## src/rtl/ex_mem_reg_if.sv

```systemverilog
// EX/MEM pipeline register bus: EX-stage inputs, hazard controls and registered MEM-side outputs.
// The slave modport is the register itself; the master modport is the surrounding pipeline.
interface ex_mem_reg_if;
  logic        ex_valid;
  logic [31:0] ex_target;
  logic        ex_zero;
  logic [31:0] ex_result;
  logic [31:0] ex_regData2;
  logic [4:0]  ex_regDesti;
  logic        ex_branch;
  logic        ex_MemWrite;
  logic        ex_MemRead;
  logic        ex_RegWrite;
  logic        ex_MemtoReg;
  logic        stall_in;
  logic        flush;

  logic        mem_valid;
  logic [31:0] mem_target;
  logic [31:0] mem_result;
  logic [31:0] mem_regData2;
  logic        mem_zero;
  logic [4:0]  mem_regDesti;
  logic        mem_branch;
  logic        mem_MemRead;
  logic        mem_RegWrite;
  logic        mem_MemtoReg;
  logic        mem_MemWrite;
  logic        mem_busy;

  modport slave (
    input  ex_valid, ex_target, ex_zero, ex_result, ex_regData2, ex_regDesti,
    input  ex_branch, ex_MemWrite, ex_MemRead, ex_RegWrite, ex_MemtoReg,
    input  stall_in, flush,
    output mem_valid, mem_target, mem_result, mem_regData2, mem_zero, mem_regDesti,
    output mem_branch, mem_MemRead, mem_RegWrite, mem_MemtoReg, mem_MemWrite, mem_busy
  );

  modport master (
    output ex_valid, ex_target, ex_zero, ex_result, ex_regData2, ex_regDesti,
    output ex_branch, ex_MemWrite, ex_MemRead, ex_RegWrite, ex_MemtoReg,
    output stall_in, flush,
    input  mem_valid, mem_target, mem_result, mem_regData2, mem_zero, mem_regDesti,
    input  mem_branch, mem_MemRead, mem_RegWrite, mem_MemtoReg, mem_MemWrite, mem_busy
  );
endinterface

```

## src/rtl/ex_mem_reg.sv

```systemverilog
// EX/MEM pipeline register with branch-flush bubbles and a countdown hold for memory ops.
// Optional EX_MEM_PERF_EN adds saturating busy-cycle and flush counters.
module ex_mem_reg #(
  parameter int unsigned MEM_LATENCY = 2
) (
  input  logic          clk,
  input  logic          reset,
  ex_mem_reg_if.slave   bus
`ifdef EX_MEM_PERF_EN
  ,
  output logic [31:0]   perf_busy_cycles,
  output logic [31:0]   perf_flushes
`endif
);

  localparam logic [3:0] HoldInit = 4'(MEM_LATENCY - 1);

  typedef enum logic {StIdle, StAccess} state_e;

  state_e      state_q;
  logic [3:0]  cnt_q;
  logic        wr_done_q;
  logic        valid_q;
  logic [31:0] target_q;
  logic [31:0] result_q;
  logic [31:0] data2_q;
  logic        zero_q;
  logic [4:0]  desti_q;
  logic        branch_q;
  logic        mem_read_q;
  logic        mem_write_q;
  logic        reg_write_q;
  logic        mem_to_reg_q;

  logic hold;
  logic strobe;
  logic is_mem_op;

  assign hold      = (state_q == StAccess);
  assign strobe    = valid_q & mem_write_q & (cnt_q == 4'd0) & ~wr_done_q;
  assign is_mem_op = bus.ex_valid & (bus.ex_MemRead | bus.ex_MemWrite);

  always_ff @(posedge clk) begin
    if (reset) begin
      state_q      <= StIdle;
      cnt_q        <= 4'd0;
      wr_done_q    <= 1'b0;
      valid_q      <= 1'b0;
      target_q     <= 32'd0;
      result_q     <= 32'd0;
      data2_q      <= 32'd0;
      zero_q       <= 1'b0;
      desti_q      <= 5'd0;
      branch_q     <= 1'b0;
      mem_read_q   <= 1'b0;
      mem_write_q  <= 1'b0;
      reg_write_q  <= 1'b0;
      mem_to_reg_q <= 1'b0;
    end else if (bus.flush) begin
      // Data fields are left stale; only valid/control/hold are squashed.
      state_q      <= StIdle;
      cnt_q        <= 4'd0;
      wr_done_q    <= wr_done_q | strobe;
      valid_q      <= 1'b0;
      branch_q     <= 1'b0;
      mem_read_q   <= 1'b0;
      mem_write_q  <= 1'b0;
      reg_write_q  <= 1'b0;
      mem_to_reg_q <= 1'b0;
    end else if (hold) begin
      cnt_q   <= cnt_q - 4'd1;
      state_q <= (cnt_q == 4'd1) ? StIdle : StAccess;
    end else if (bus.stall_in) begin
      // Residency extended: remember a strobe so it never repeats.
      wr_done_q <= wr_done_q | strobe;
    end else begin
      target_q     <= bus.ex_target;
      result_q     <= bus.ex_result;
      data2_q      <= bus.ex_regData2;
      zero_q       <= bus.ex_zero;
      desti_q      <= bus.ex_regDesti;
      valid_q      <= bus.ex_valid;
      branch_q     <= bus.ex_valid & bus.ex_branch;
      mem_read_q   <= bus.ex_valid & bus.ex_MemRead;
      mem_write_q  <= bus.ex_valid & bus.ex_MemWrite;
      reg_write_q  <= bus.ex_valid & bus.ex_RegWrite;
      mem_to_reg_q <= bus.ex_valid & bus.ex_MemtoReg;
      cnt_q        <= is_mem_op ? HoldInit : 4'd0;
      state_q      <= (is_mem_op && (HoldInit != 4'd0)) ? StAccess : StIdle;
      wr_done_q    <= 1'b0;
    end
  end

  assign bus.mem_valid    = valid_q;
  assign bus.mem_target   = target_q;
  assign bus.mem_result   = result_q;
  assign bus.mem_regData2 = data2_q;
  assign bus.mem_zero     = zero_q;
  assign bus.mem_regDesti = desti_q;
  assign bus.mem_branch   = branch_q;
  assign bus.mem_MemRead  = mem_read_q;
  assign bus.mem_RegWrite = reg_write_q;
  assign bus.mem_MemtoReg = mem_to_reg_q;
  assign bus.mem_MemWrite = strobe;
  assign bus.mem_busy     = hold;

`ifdef EX_MEM_PERF_EN
  logic [31:0] busy_cnt_q;
  logic [31:0] flush_cnt_q;

  always_ff @(posedge clk) begin
    if (reset) begin
      busy_cnt_q  <= 32'd0;
      flush_cnt_q <= 32'd0;
    end else begin
      if (hold && (busy_cnt_q != 32'hFFFF_FFFF)) busy_cnt_q <= busy_cnt_q + 32'd1;
      if (bus.flush && (flush_cnt_q != 32'hFFFF_FFFF)) flush_cnt_q <= flush_cnt_q + 32'd1;
    end
  end

  assign perf_busy_cycles = busy_cnt_q;
  assign perf_flushes     = flush_cnt_q;
`endif

endmodule

```

## src/flat_wrapper.sv

```systemverilog
// flat-port wrapper written by rule: the top's interface ports become plain ports
module ex_mem_reg_flat 
#(
  parameter int unsigned MEM_LATENCY = 2
)
  (clk, reset, bus_ex_valid, bus_ex_target, bus_ex_zero, bus_ex_result, bus_ex_regData2, bus_ex_regDesti, bus_ex_branch, bus_ex_MemWrite, bus_ex_MemRead, bus_ex_RegWrite, bus_ex_MemtoReg, bus_stall_in, bus_flush, bus_mem_valid, bus_mem_target, bus_mem_result, bus_mem_regData2, bus_mem_zero, bus_mem_regDesti, bus_mem_branch, bus_mem_MemRead, bus_mem_RegWrite, bus_mem_MemtoReg, bus_mem_MemWrite, bus_mem_busy);
  ex_mem_reg_if bus_i ();
  input  logic clk;
  input  logic reset;
  input wire logic [$bits(bus_i.ex_valid)-1:0] bus_ex_valid;
  input wire logic [$bits(bus_i.ex_target)-1:0] bus_ex_target;
  input wire logic [$bits(bus_i.ex_zero)-1:0] bus_ex_zero;
  input wire logic [$bits(bus_i.ex_result)-1:0] bus_ex_result;
  input wire logic [$bits(bus_i.ex_regData2)-1:0] bus_ex_regData2;
  input wire logic [$bits(bus_i.ex_regDesti)-1:0] bus_ex_regDesti;
  input wire logic [$bits(bus_i.ex_branch)-1:0] bus_ex_branch;
  input wire logic [$bits(bus_i.ex_MemWrite)-1:0] bus_ex_MemWrite;
  input wire logic [$bits(bus_i.ex_MemRead)-1:0] bus_ex_MemRead;
  input wire logic [$bits(bus_i.ex_RegWrite)-1:0] bus_ex_RegWrite;
  input wire logic [$bits(bus_i.ex_MemtoReg)-1:0] bus_ex_MemtoReg;
  input wire logic [$bits(bus_i.stall_in)-1:0] bus_stall_in;
  input wire logic [$bits(bus_i.flush)-1:0] bus_flush;
  output wire logic [$bits(bus_i.mem_valid)-1:0] bus_mem_valid;
  output wire logic [$bits(bus_i.mem_target)-1:0] bus_mem_target;
  output wire logic [$bits(bus_i.mem_result)-1:0] bus_mem_result;
  output wire logic [$bits(bus_i.mem_regData2)-1:0] bus_mem_regData2;
  output wire logic [$bits(bus_i.mem_zero)-1:0] bus_mem_zero;
  output wire logic [$bits(bus_i.mem_regDesti)-1:0] bus_mem_regDesti;
  output wire logic [$bits(bus_i.mem_branch)-1:0] bus_mem_branch;
  output wire logic [$bits(bus_i.mem_MemRead)-1:0] bus_mem_MemRead;
  output wire logic [$bits(bus_i.mem_RegWrite)-1:0] bus_mem_RegWrite;
  output wire logic [$bits(bus_i.mem_MemtoReg)-1:0] bus_mem_MemtoReg;
  output wire logic [$bits(bus_i.mem_MemWrite)-1:0] bus_mem_MemWrite;
  output wire logic [$bits(bus_i.mem_busy)-1:0] bus_mem_busy;
  assign bus_i.ex_valid = bus_ex_valid;
  assign bus_i.ex_target = bus_ex_target;
  assign bus_i.ex_zero = bus_ex_zero;
  assign bus_i.ex_result = bus_ex_result;
  assign bus_i.ex_regData2 = bus_ex_regData2;
  assign bus_i.ex_regDesti = bus_ex_regDesti;
  assign bus_i.ex_branch = bus_ex_branch;
  assign bus_i.ex_MemWrite = bus_ex_MemWrite;
  assign bus_i.ex_MemRead = bus_ex_MemRead;
  assign bus_i.ex_RegWrite = bus_ex_RegWrite;
  assign bus_i.ex_MemtoReg = bus_ex_MemtoReg;
  assign bus_i.stall_in = bus_stall_in;
  assign bus_i.flush = bus_flush;
  assign bus_mem_valid = bus_i.mem_valid;
  assign bus_mem_target = bus_i.mem_target;
  assign bus_mem_result = bus_i.mem_result;
  assign bus_mem_regData2 = bus_i.mem_regData2;
  assign bus_mem_zero = bus_i.mem_zero;
  assign bus_mem_regDesti = bus_i.mem_regDesti;
  assign bus_mem_branch = bus_i.mem_branch;
  assign bus_mem_MemRead = bus_i.mem_MemRead;
  assign bus_mem_RegWrite = bus_i.mem_RegWrite;
  assign bus_mem_MemtoReg = bus_i.mem_MemtoReg;
  assign bus_mem_MemWrite = bus_i.mem_MemWrite;
  assign bus_mem_busy = bus_i.mem_busy;
  ex_mem_reg #(.MEM_LATENCY(MEM_LATENCY)) u_core (.clk(clk), .reset(reset), .bus(bus_i));
endmodule
```

## config.mk

```make
export PLATFORM = sky130hd
export DESIGN_NAME = ex_mem_reg_flat
export DESIGN_NICKNAME = d
export VERILOG_FILES = /design/src/rtl/ex_mem_reg_if.sv /design/src/rtl/ex_mem_reg.sv /design/src/flat_wrapper.sv
export SDC_FILE = /design/constraint.sdc
export NUM_CORES = 1
export LEC_CHECK = 0
export ABC_AREA = 1
export CAP_MARGIN = 40
export CORE_ASPECT_RATIO = 2
export CORE_MARGIN = 2
export CORE_UTILIZATION = 43
export CTS_BUF_LIST = sky130_fd_sc_hd__clkbuf_2 sky130_fd_sc_hd__clkbuf_4 sky130_fd_sc_hd__clkbuf_8
export CTS_CLUSTER_DIAMETER = 50
export DETAILED_ROUTE_END_ITERATION = 8
export PLACE_DENSITY = 0.95
export SETUP_SLACK_MARGIN = 0.02
export SLEW_MARGIN = 10
export SYNTH_ARGS = -nofsm -noshare
export SYNTH_HDL_FRONTEND = slang
export SYNTH_SLANG_ARGS = --single-unit
```

## constraint.sdc

```tcl
create_clock -name clk -period 2.95 [get_ports clk]
set_input_delay 0.295 -clock clk [delete_from_list [all_inputs] [get_ports clk]]
set_output_delay 0.295 -clock clk [all_outputs]
set_load 0.02 [all_outputs]
```

# After elaboration in Yosys (flattened, before gate mapping)
# Index checks and enable logic that the tools add are counted.
# word_totals
ff_bits	114
in_bits	112
# op_classes
add_sub_neg	1
eq_ne	3
n_mux	10
bitwise	15
reduce_logical	4
# op_table
op	n
$and 1x1->1	9
$mux 1	8
$mux 4	2
$eq 4x1->1 const B	1
$logic_not 4->1	1
$not 1->1	4
$sub 4x1->4 const B	1
$reduce_and 3->1	1
$ne 2x1->1 const B	1
$ne 2x2->1 const B	1
$or 1x1->1	2
$reduce_and 2->1	1
$reduce_or 2->1	1

# Logic depth before layout (Yosys ltp)
# Gate-level depths: netlist of run 1.
# depth
depth_word	7
depth_mapped	7

# Worst setup path before layout of run 1
# OpenSTA, ideal clock, no wires.
# synth_timing
path_type	register to output
from	register u_core.cnt_q[1]
to	output bus_mem_MemWrite
arrival_ps	1091
path_slack_ps	1564
stages_incl_launch_ff	5
n_path_buf	0
cell_sequence	dfxtp_1 inv_1 ha_1 nand3_1 nor3_1
# synth_via
elab_chain_len	3
# synth_rtl
element	line	text
from (decl)	ex_mem_reg.sv:21	logic [3:0] cnt_q;
from (signal assigned)	ex_mem_reg.sv:71	cnt_q <= cnt_q - 4'd1;
from (signal assigned)	ex_mem_reg.sv:88	cnt_q <= is_mem_op ? HoldInit : 4'd0;
$logic_not 4->1	ex_mem_reg.sv:40	assign strobe = valid_q & mem_write_q & (cnt_q == 4'd0) & ~wr_done_q;
$and 1x1->1 (2 in a row)	ex_mem_reg.sv:40	
to (decl)	flat_wrapper.sv:33	output wire logic [$bits(bus_i.mem_MemWrite)-1:0] bus_mem_MemWrite;
# Every way passes these cells.

# Worst setup path after layout of run 1
# Same ends and word-level chain as after synthesis.

==> run metrics, run 1 <==
# DRC 0; Leakage 2.63 nW; maximum level of the CTS H-tree 4; net switching power 1.02 mW; critical path required time 2650 ps; Fin. Hold Viols 0; Sw Share 0.250; nets 844; Comb pwr share 0.173; Setup Viol. Count Final 0; vias in the first global route 4137; final WL 12.1 mm; Rows 50; status complete, no violations; hold_buf cts 0; Netlist cell types 20; Max Cap Violations 0; post-synthesis cell count 520; CP peak stage delay 670 ps; TritonRoute pass-1 iters 4; TritonCTS Sinks 114; nature of the critical path startpoint flop; Yosys reg bits 114; WL/cell 14.3 um; CTS tree done; max-slew violations 0; P per Cell Area 609 nW/um^2; clock root cell clkbuf_8; crit path max fanout 4; I/O Buffers 220; syn_area_per_cell 7.85 um^2; DR iter-0 viols 173; Num CTS Buffers 17; Seq pwr share 0.414; Crit path max-delay family buffers and inverters; unrepaired setup endpoints after global routing false; global-route wire length before repair 18.6 mm; Least-Margin Pin Slew 719 ps; clk_skew 7.63 ps; clock network power share 0.413; Placer Congestion 0.923; CP cell instances inv_1 > ha_1 > nand3_1 > nor3_1 > clkdlybuf4s50_1; share of layout cells above drive strength 1 0.0538; Setup crit end kind primary output; Worst-Skew Late Latency 410 ps; worst path arrival time 1980 ps; GRT overflow 0; most common cell after layout, fill and taps aside clkdlybuf4s50_1; setup TNS 0 ps; maximum vdd drop 0.000512 V; vias per cell 4.93; gr usage total 0.233; largest net degree at the start of global routing 57; Syn Nets 634; Syn-to-layout area delta 64.4%; Achievable Freq 0.439 GHz; I/O Pins 221; internal power 3.07 mW; die height 142 um; Routed Antenna Nets 0; Initial Util 0.438; worst hold path class input port to flop; yosys warns 0; clock buffer depth 2; Total Power 4.09 mW; R2R Setup Slk 1150 ps; clock transition at the registers of the reported paths 70 ps; Slew HR 0.520; most frequent cells in the layout clkdlybuf4s50_1, nor2_1, dfxtp_1, o21ai_0, clkbuf_8; critical path class flop to primary output; hpwl dp 8.93 mm; DR vias 4177; Final Critical Period 2280 ps; Final Cycle Share 0.772; initial antenna violation count 0; register area share after synthesis 0.559; slowest cell on the critical path clkdlybuf4s50_1; Syn Std Cell Area 4080 um^2; die width 72.9 um; post-cts sizing count 0; CP Buf/Inv Count 2; number of diodes 0; hold_ws 445 ps; Die ar. 10300 um^2; Post-CTS Setup Inserts 0; core area 9320 um^2
-- final timing paths --
check / from / end / cells after the start
max: u_core.cnt_q[1] / bus_mem_MemWrite / 5
min: bus_ex_MemtoReg / u_core.bus.mem_MemtoReg / 3
max reg2reg: u_core.bus.mem_busy / u_core.bus.mem_regData2[25] / 6
min reg2reg: u_core.bus.mem_branch / u_core.bus.mem_branch / 2
-- power by group through the flow --
stage	clock network, mW	registers (mW)	logic [mW]
3_3_place_gp	0	1.72	0.689
4_1_cts	1.73	1.69	0.712
3_5_place_dp	0	1.73	0.708
5_1_grt	1.80	1.70	0.761
6_report	1.69	1.69	0.708
2_1_floorplan	0	1.84	0.211
-- cell families after synthesis --
family	after synthesis	share of synthesized area
and+or+nand+nor	243	0.228
DFF	114	0.559
AOI/OAI and AO/OA	113	0.139
buffers and inverters	47	0.0659
adders and majority gates	2	0.00613
xor gates and xnor gates	1	0.00214
-- cell usage after synthesis --
| cell type | instances | area (um^2) |
|---|---|---|
| clkbuf_1 | 12 | 45.0 |
| inv_2 | 1 | 3.75 |
| nor2_4 | 1 | 11.3 |
| clkbuf_2 | 7 | 35.0 |
| buf_2 | 4 | 20.0 |
| nor2_1 | 219 | 822 |
| xor2_1 | 1 | 8.76 |
| buf_6 | 9 | 101 |
| nand2_1 | 18 | 67.6 |
| o21ai_0 | 91 | 455 |
| nand2_4 | 1 | 11.3 |
| ha_1 | 2 | 25.0 |
| a21oi_1 | 6 | 30.0 |
| inv_1 | 13 | 48.8 |
| nor3_1 | 2 | 10.0 |
| buf_8 | 1 | 15.0 |
| o21ai_1 | 15 | 75.1 |
| dfxtp_1 | 114 | 2280 |
| o22ai_1 | 1 | 6.26 |
| nand3_1 | 2 | 10.0 |
-- state kept, by name, indices dropped and copies added, names as in the netlist --
name,count
u_core.bus.mem_MemRead,1
u_core.bus.mem_MemtoReg,1
u_core.bus.mem_RegWrite,1
u_core.bus.mem_branch,1
u_core.bus.mem_busy,1
u_core.bus.mem_regData2,32
u_core.bus.mem_regDesti,5
u_core.bus.mem_result,32
u_core.bus.mem_target,32
u_core.bus.mem_valid,1
u_core.bus.mem_zero,1
u_core.cnt_q,4
u_core.mem_write_q,1
u_core.wr_done_q,1
-- per-stage QoR --
stage,utilization,setup slack [ps],cell area [um^2],instances
after floorplan,-,1560,4080,520
after detailed placement,0.670,773,6240,815
after global placement,0.670,852,6240,815
after global routing,0.720,563,6720,847
after CTS,0.720,635,6720,847
final,0.720,673,6720,847
-- layer usage --
metal  wire length (um)  global-route usage  part of all wire  vias to the layer above
met1               4280               0.223              0.35                     1861
met3                863              0.0859             0.071                       42
li1                   -                   -                 -                     2074
met4                539               0.143             0.045                        0
met2               6400               0.409              0.53                      200
met5                  0                   0                 0                        -
-- tightest hold or removal path, stage by stage --
cell and delay [ps]:
clkdlybuf4s50_1 400, inv_1 40, o21ai_0 70
-- cell type report --
type                       count  area, um^2
multi-input combinational    359        1530
clock buffer                  20         269
clock inverter                12         204
inverter                      14        52.6
timing repair buffer         224        2240
tap                          104         130
sequential                   114        2280
fill                         674        2610
Power figures use the tool's default switching activity.
==> run 2, diff against run 1 <==
--- a/config.mk
+++ b/config.mk
@@ -9,11 +9,11 @@
 export CAP_MARGIN = 40
 export CORE_ASPECT_RATIO = 2
 export CORE_MARGIN = 2
-export CORE_UTILIZATION = 43
+export CORE_UTILIZATION = 36
 export CTS_BUF_LIST = sky130_fd_sc_hd__clkbuf_2 sky130_fd_sc_hd__clkbuf_4 sky130_fd_sc_hd__clkbuf_8
 export CTS_CLUSTER_DIAMETER = 50
 export DETAILED_ROUTE_END_ITERATION = 8
-export PLACE_DENSITY = 0.95
+export PLACE_DENSITY = 0.9
 export SETUP_SLACK_MARGIN = 0.02
 export SLEW_MARGIN = 10
 export SYNTH_ARGS = -nofsm -noshare
==> constraint.sdc (replaced) <==
create_clock -name clk -period 1.8 [get_ports clk]
set_input_delay 0.18 -clock clk [delete_from_list [all_inputs] [get_ports clk]]
set_output_delay 0.18 -clock clk [all_outputs]
set_load 0.02 [all_outputs]
==> run 2 against run 1 <==
Clock power grew 39%; critical path depth decreased by 4; sequential share of layout area decreased by 0.088 points; setup slack got worse by 550 ps; cell count rose by 4.5%; via count fell by 2.7%; critical path type unchanged.
==> run metrics, run 2 (same netlist as run 1, synthesis figures left out) <==
slowest cell on the critical path clkdlybuf4s50_1; worst reg-to-reg path cell count 5; Syn-to-layout area delta 64.9%; Leakage 2.62 nW; DP Area 6340 um^2; clock buffer depth 2; TritonRoute pass-1 iters 6; fin area 6730 um^2; R2R Setup Slk 490 ps; # placed instances 855; Least-Margin Pin Slew 395 ps; core area 11200 um^2; Setup Viol. Count Final 0; hpwl dp 8.39 mm; die height 155 um; Initial Util 0.364; hold_ws 325 ps; number of diodes 0; hold_sp bus_ex_RegWrite; share of layout cells above drive strength 1 0.0552; DR vias 4066; Reg-to-Reg Start u_core.bus.mem_busy; Final Critical Period 1680 ps; filler cell count in the final layout 973; worst r2r dst u_core.bus.mem_result[20]; Crit path max-delay family buffers and inverters; global-route wire length before repair 18.6 mm; Placer Congestion 0.791; vias in the first global route 3869; die width 79.3 um; status complete, no violations; CP Buf/Inv Count 1; nature of the critical path startpoint flop; hold path endpoint u_core.bus.mem_RegWrite; nets 846; Final Instance Count excl. Fillers 885; I/O Buffers 220; setup TNS 0 ps; DR iter-0 viols 143; CTS tree done; Worst-Skew Late Latency 410 ps; Rows 55; I/O Pins 221; final WL 11.8 mm; Num CTS Buffers 17; GRT overflow 0; Total Power 6.28 mW; critical path class flop to primary output; worst hold path class input port to flop; initial antenna violation count 0; CP cell instances clkdlybuf4s50_1; Fin. Hold Viols 0; Routed Antenna Nets 0; P per Cell Area 933 nW/um^2; Max Cap Violations 0; largest net degree at the start of global routing 103; CP peak stage delay 650 ps; crit path max fanout 5; Final Cycle Share 0.931; maximum vdd drop 0.000584 V; Die ar. 12300 um^2; Achievable Freq 0.597 GHz; critical path required time 1620 ps; Post-CTS Setup Inserts 0; Worst Setup SP u_core.bus.mem_busy; gr usage total 0.194; Slew HR 0.737; unrepaired setup endpoints after global routing false; worst path arrival time 1500 ps; TritonCTS Sinks 114; clk_skew 7.53 ps; clock root cell clkbuf_8; clock transition at the registers of the reported paths 60 ps; Hold Path Stages 3; maximum level of the CTS H-tree 4; Setup crit end kind primary output; WL/cell 13.3 um; most frequent cells in the layout nor2_1, clkdlybuf4s50_1, dfxtp_1, o21ai_0, clkbuf_8; vias per cell 4.59; # DRC 0; max-slew violations 0
-- run 2: changes by cell type in the layout (fill, tap and decap cells not counted), moves of 2 or more --
cell / before / now
buf_12: 1 / 4
bufinv_16: 5 / 2
clkbuf_8: 19 / 21
clkinv_2: 1 / 3
-- run 2: how the worst max path moves through the flow --
stage,to,slack [ps],cells after the start
5_1_grt,bus_mem_busy,40,1
6_report,bus_mem_busy,120,1
4_1_cts,bus_mem_MemWrite,20,5
2_1_floorplan,bus_mem_MemWrite,530,4
3_3_place_gp,bus_mem_MemWrite,210,5
3_5_place_dp,u_core.bus.mem_result[20],180,6
-- run 2: cell type report --
class	instances	area, um^2	area share
clock inverters	9	106	0.0158
clock buffers	21	289	0.0429
flip-flops and latches	114	2280	0.339
inverters	14	52.6	0.00781
repair buffers	226	2290	0.340
well taps	142	178	0.0264
multi-input cells	359	1530	0.228
-- run 2: what timing repair did --
action                                  4_1_cts  5_1_grt
hold buffers                                  0        0
endpoints found under the setup margin        1        1
gates cloned                                  0        0
gates resized for setup                       2        2
hold endpoints to repair                      0        0
-- run 2: power by group --
group	leakage [nW]	switching, mW	internal (mW)
registers	0.939	0.0799	2.69
logic	1.49	0.555	0.608
clock network	0.196	0.997	1.36
-- run 2: metrics by stage --
stage,worst slack [ps],util
floorplan,529,-
global placement,215,0.565
detailed placement,178,0.565
CTS,23.0,0.601
global route,39.1,0.600
finish,124,0.600
-- run 2: metal layers --
| metal | vias to the layer above | wire, um | global-route usage |
|---|---|---|---|
| met5 | - | 0 | 0 |
| met1 | 1802 | 4390 | 0.197 |
| met3 | 37 | 683 | 0.0613 |
| met4 | 0 | 589 | 0.122 |
| li1 | 2071 | - | - |
| met2 | 156 | 6110 | 0.336 |
==> run 3, diff against run 2 <==
--- a/config.mk
+++ b/config.mk
@@ -9,11 +9,12 @@
 export CAP_MARGIN = 40
 export CORE_ASPECT_RATIO = 2
 export CORE_MARGIN = 2
-export CORE_UTILIZATION = 36
+export CORE_UTILIZATION = 40
 export CTS_BUF_LIST = sky130_fd_sc_hd__clkbuf_2 sky130_fd_sc_hd__clkbuf_4 sky130_fd_sc_hd__clkbuf_8
 export CTS_CLUSTER_DIAMETER = 50
+export CTS_CLUSTER_SIZE = 14
 export DETAILED_ROUTE_END_ITERATION = 8
-export PLACE_DENSITY = 0.9
+export PLACE_DENSITY = 0.94
 export SETUP_SLACK_MARGIN = 0.02
 export SLEW_MARGIN = 10
 export SYNTH_ARGS = -nofsm -noshare
==> constraint.sdc (replaced) <==
create_clock -name clk -period 1.9 [get_ports clk]
set_input_delay 0.19 -clock clk [delete_from_list [all_inputs] [get_ports clk]]
set_output_delay 0.19 -clock clk [all_outputs]
set_load 0.02 [all_outputs]
==> run 3 against run 2 <==
Critical path depth unchanged; utilization up 6.5 points; wire length up 1.8%; cell count down 0.68%; largest cell class is now flip-flops and latches; largest power group unchanged; highest routed layer unchanged.
==> run metrics, run 3 (same netlist as run 1, synthesis figures left out) <==
hold path endpoint u_core.bus.mem_RegWrite; GRT overflow 0; Post-CTS Setup Inserts 0; TritonRoute pass-1 iters 7; worst reg-to-reg path cell count 6; Syn-to-layout area delta 63.3%; Final Critical Period 1720 ps; Slew HR 0.708; final WL 12.0 mm; number of diodes 0; CP peak stage delay 660 ps; DR vias 4103; clock transition at the registers of the reported paths 70 ps; clock root cell clkbuf_8; Num CTS Buffers 17; share of layout cells above drive strength 1 0.0565; Final Cycle Share 0.903; Crit path max-delay family buffers and inverters; DR iter-0 viols 181; gr usage total 0.220; Placer Congestion 0.861; # DRC 0; Routed Antenna Nets 0; nets 846; critical path class flop to primary output; Hold Path Stages 3; critical path required time 1710 ps; Reg-to-Reg Start u_core.bus.mem_busy; most frequent cells in the layout nor2_1, clkdlybuf4s50_1, dfxtp_1, o21ai_0; CTS tree done; worst r2r dst u_core.bus.mem_regData2[8]; worst hold path class input port to flop; largest net degree at the start of global routing 80; hpwl dp 8.65 mm; Leakage 2.60 nW; Fin. Hold Viols 0; Achievable Freq 0.583 GHz; initial antenna violation count 0; vias in the first global route 4005; WL/cell 13.6 um; clk_skew 9.95 ps; hold_sp bus_ex_RegWrite; setup TNS 0 ps; clock buffer depth 2; I/O Pins 221; Rows 52; nature of the critical path startpoint flop; vias per cell 4.67; maximum level of the CTS H-tree 4; maximum vdd drop 0.000552 V; Least-Margin Pin Slew 438 ps; Die ar. 11100 um^2; CP cell instances clkdlybuf4s50_1; R2R Setup Slk 520 ps; worst path arrival time 1530 ps; DP Area 6320 um^2; core area 10000 um^2; slowest cell on the critical path clkdlybuf4s50_1; die width 75.5 um; I/O Buffers 220; Worst-Skew Late Latency 420 ps; fin area 6670 um^2; status complete, no violations; crit path max fanout 5; die height 147 um; CP Buf/Inv Count 1; global-route wire length before repair 18.5 mm; Initial Util 0.408; TritonCTS Sinks 114; unrepaired setup endpoints after global routing false; P per Cell Area 860 nW/um^2; Setup Viol. Count Final 0; max-slew violations 0; Setup crit end kind primary output; Max Cap Violations 0
-- run 3: cell count changes in the layout (fill, tap and decap cells not counted), sizes merged --
| cell | before | now |
|---|---|---|
| bufinv | 2 | 1 |
| clkbuf | 22 | 21 |
| clkinv | 4 | 6 |
| clkinvlp | 3 | 4 |
-- run 3: per-layer routing --
| metal | part of all wire | routed length, um | up-vias | GRT usage |
|---|---|---|---|---|
| met4 | 0.047 | 565 | 0 | 0.126 |
| met5 | 0 | 0 | - | 0 |
| met3 | 0.070 | 840 | 37 | 0.0761 |
| li1 | - | - | 2076 | - |
| met2 | 0.54 | 6430 | 153 | 0.385 |
| met1 | 0.35 | 4150 | 1837 | 0.212 |
-- run 3: metrics by stage --
stage / setup slack [ps] / hold WS (ps) / util / total power, mW / cells
finish: 184 / 331 / 0.666 / 5.74 / 879
global route: 71.1 / 336 / 0.666 / 6.02 / 879
CTS: 42.9 / 306 / 0.666 / 5.80 / 879
detailed placement: 234 / 454 / 0.631 / 3.78 / 848
global placement: 286 / 447 / 0.631 / 3.75 / 848
floorplan: 619 / 259 / - / 3.19 / 520
-- run 3: layout make-up --
class / instances / area [um^2]
Clock inverter: 11 / 90.1
Sequential cell: 114 / 2280
Timing Repair Buffer: 226 / 2280
Multi-Input combinational cell: 359 / 1530
Inverter: 14 / 52.6
Fill cell: 821 / 3350
Clock buffer: 20 / 263
Tap cell: 135 / 169
-- run 3: worst max path at each step --
stage | start | end | slack [ps] | depth (start not counted)
2_1_floorplan | u_core.cnt_q[1] | bus_mem_MemWrite | 620 | 4
3_3_place_gp | u_core.cnt_q[1] | bus_mem_MemWrite | 290 | 5
3_5_place_dp | u_core.cnt_q[1] | bus_mem_MemWrite | 230 | 5
4_1_cts | u_core.cnt_q[1] | bus_mem_MemWrite | 40 | 5
5_1_grt | u_core.cnt_q[1] | bus_mem_MemWrite | 70 | 5
6_report | u_core.bus.mem_busy | bus_mem_busy | 180 | 1
-- run 3: where the power goes --
part           internal, mW  leakage (nW)  switching (mW)
logic                 0.573          1.48           0.531
registers              2.55         0.939          0.0775
clock network          1.07         0.177           0.939
-- run 3: timing repair --
item / CTS / global route
setup endpoints to repair: 1 / 1
hold buffers: 0 / 0
resized for setup: 1 / 3
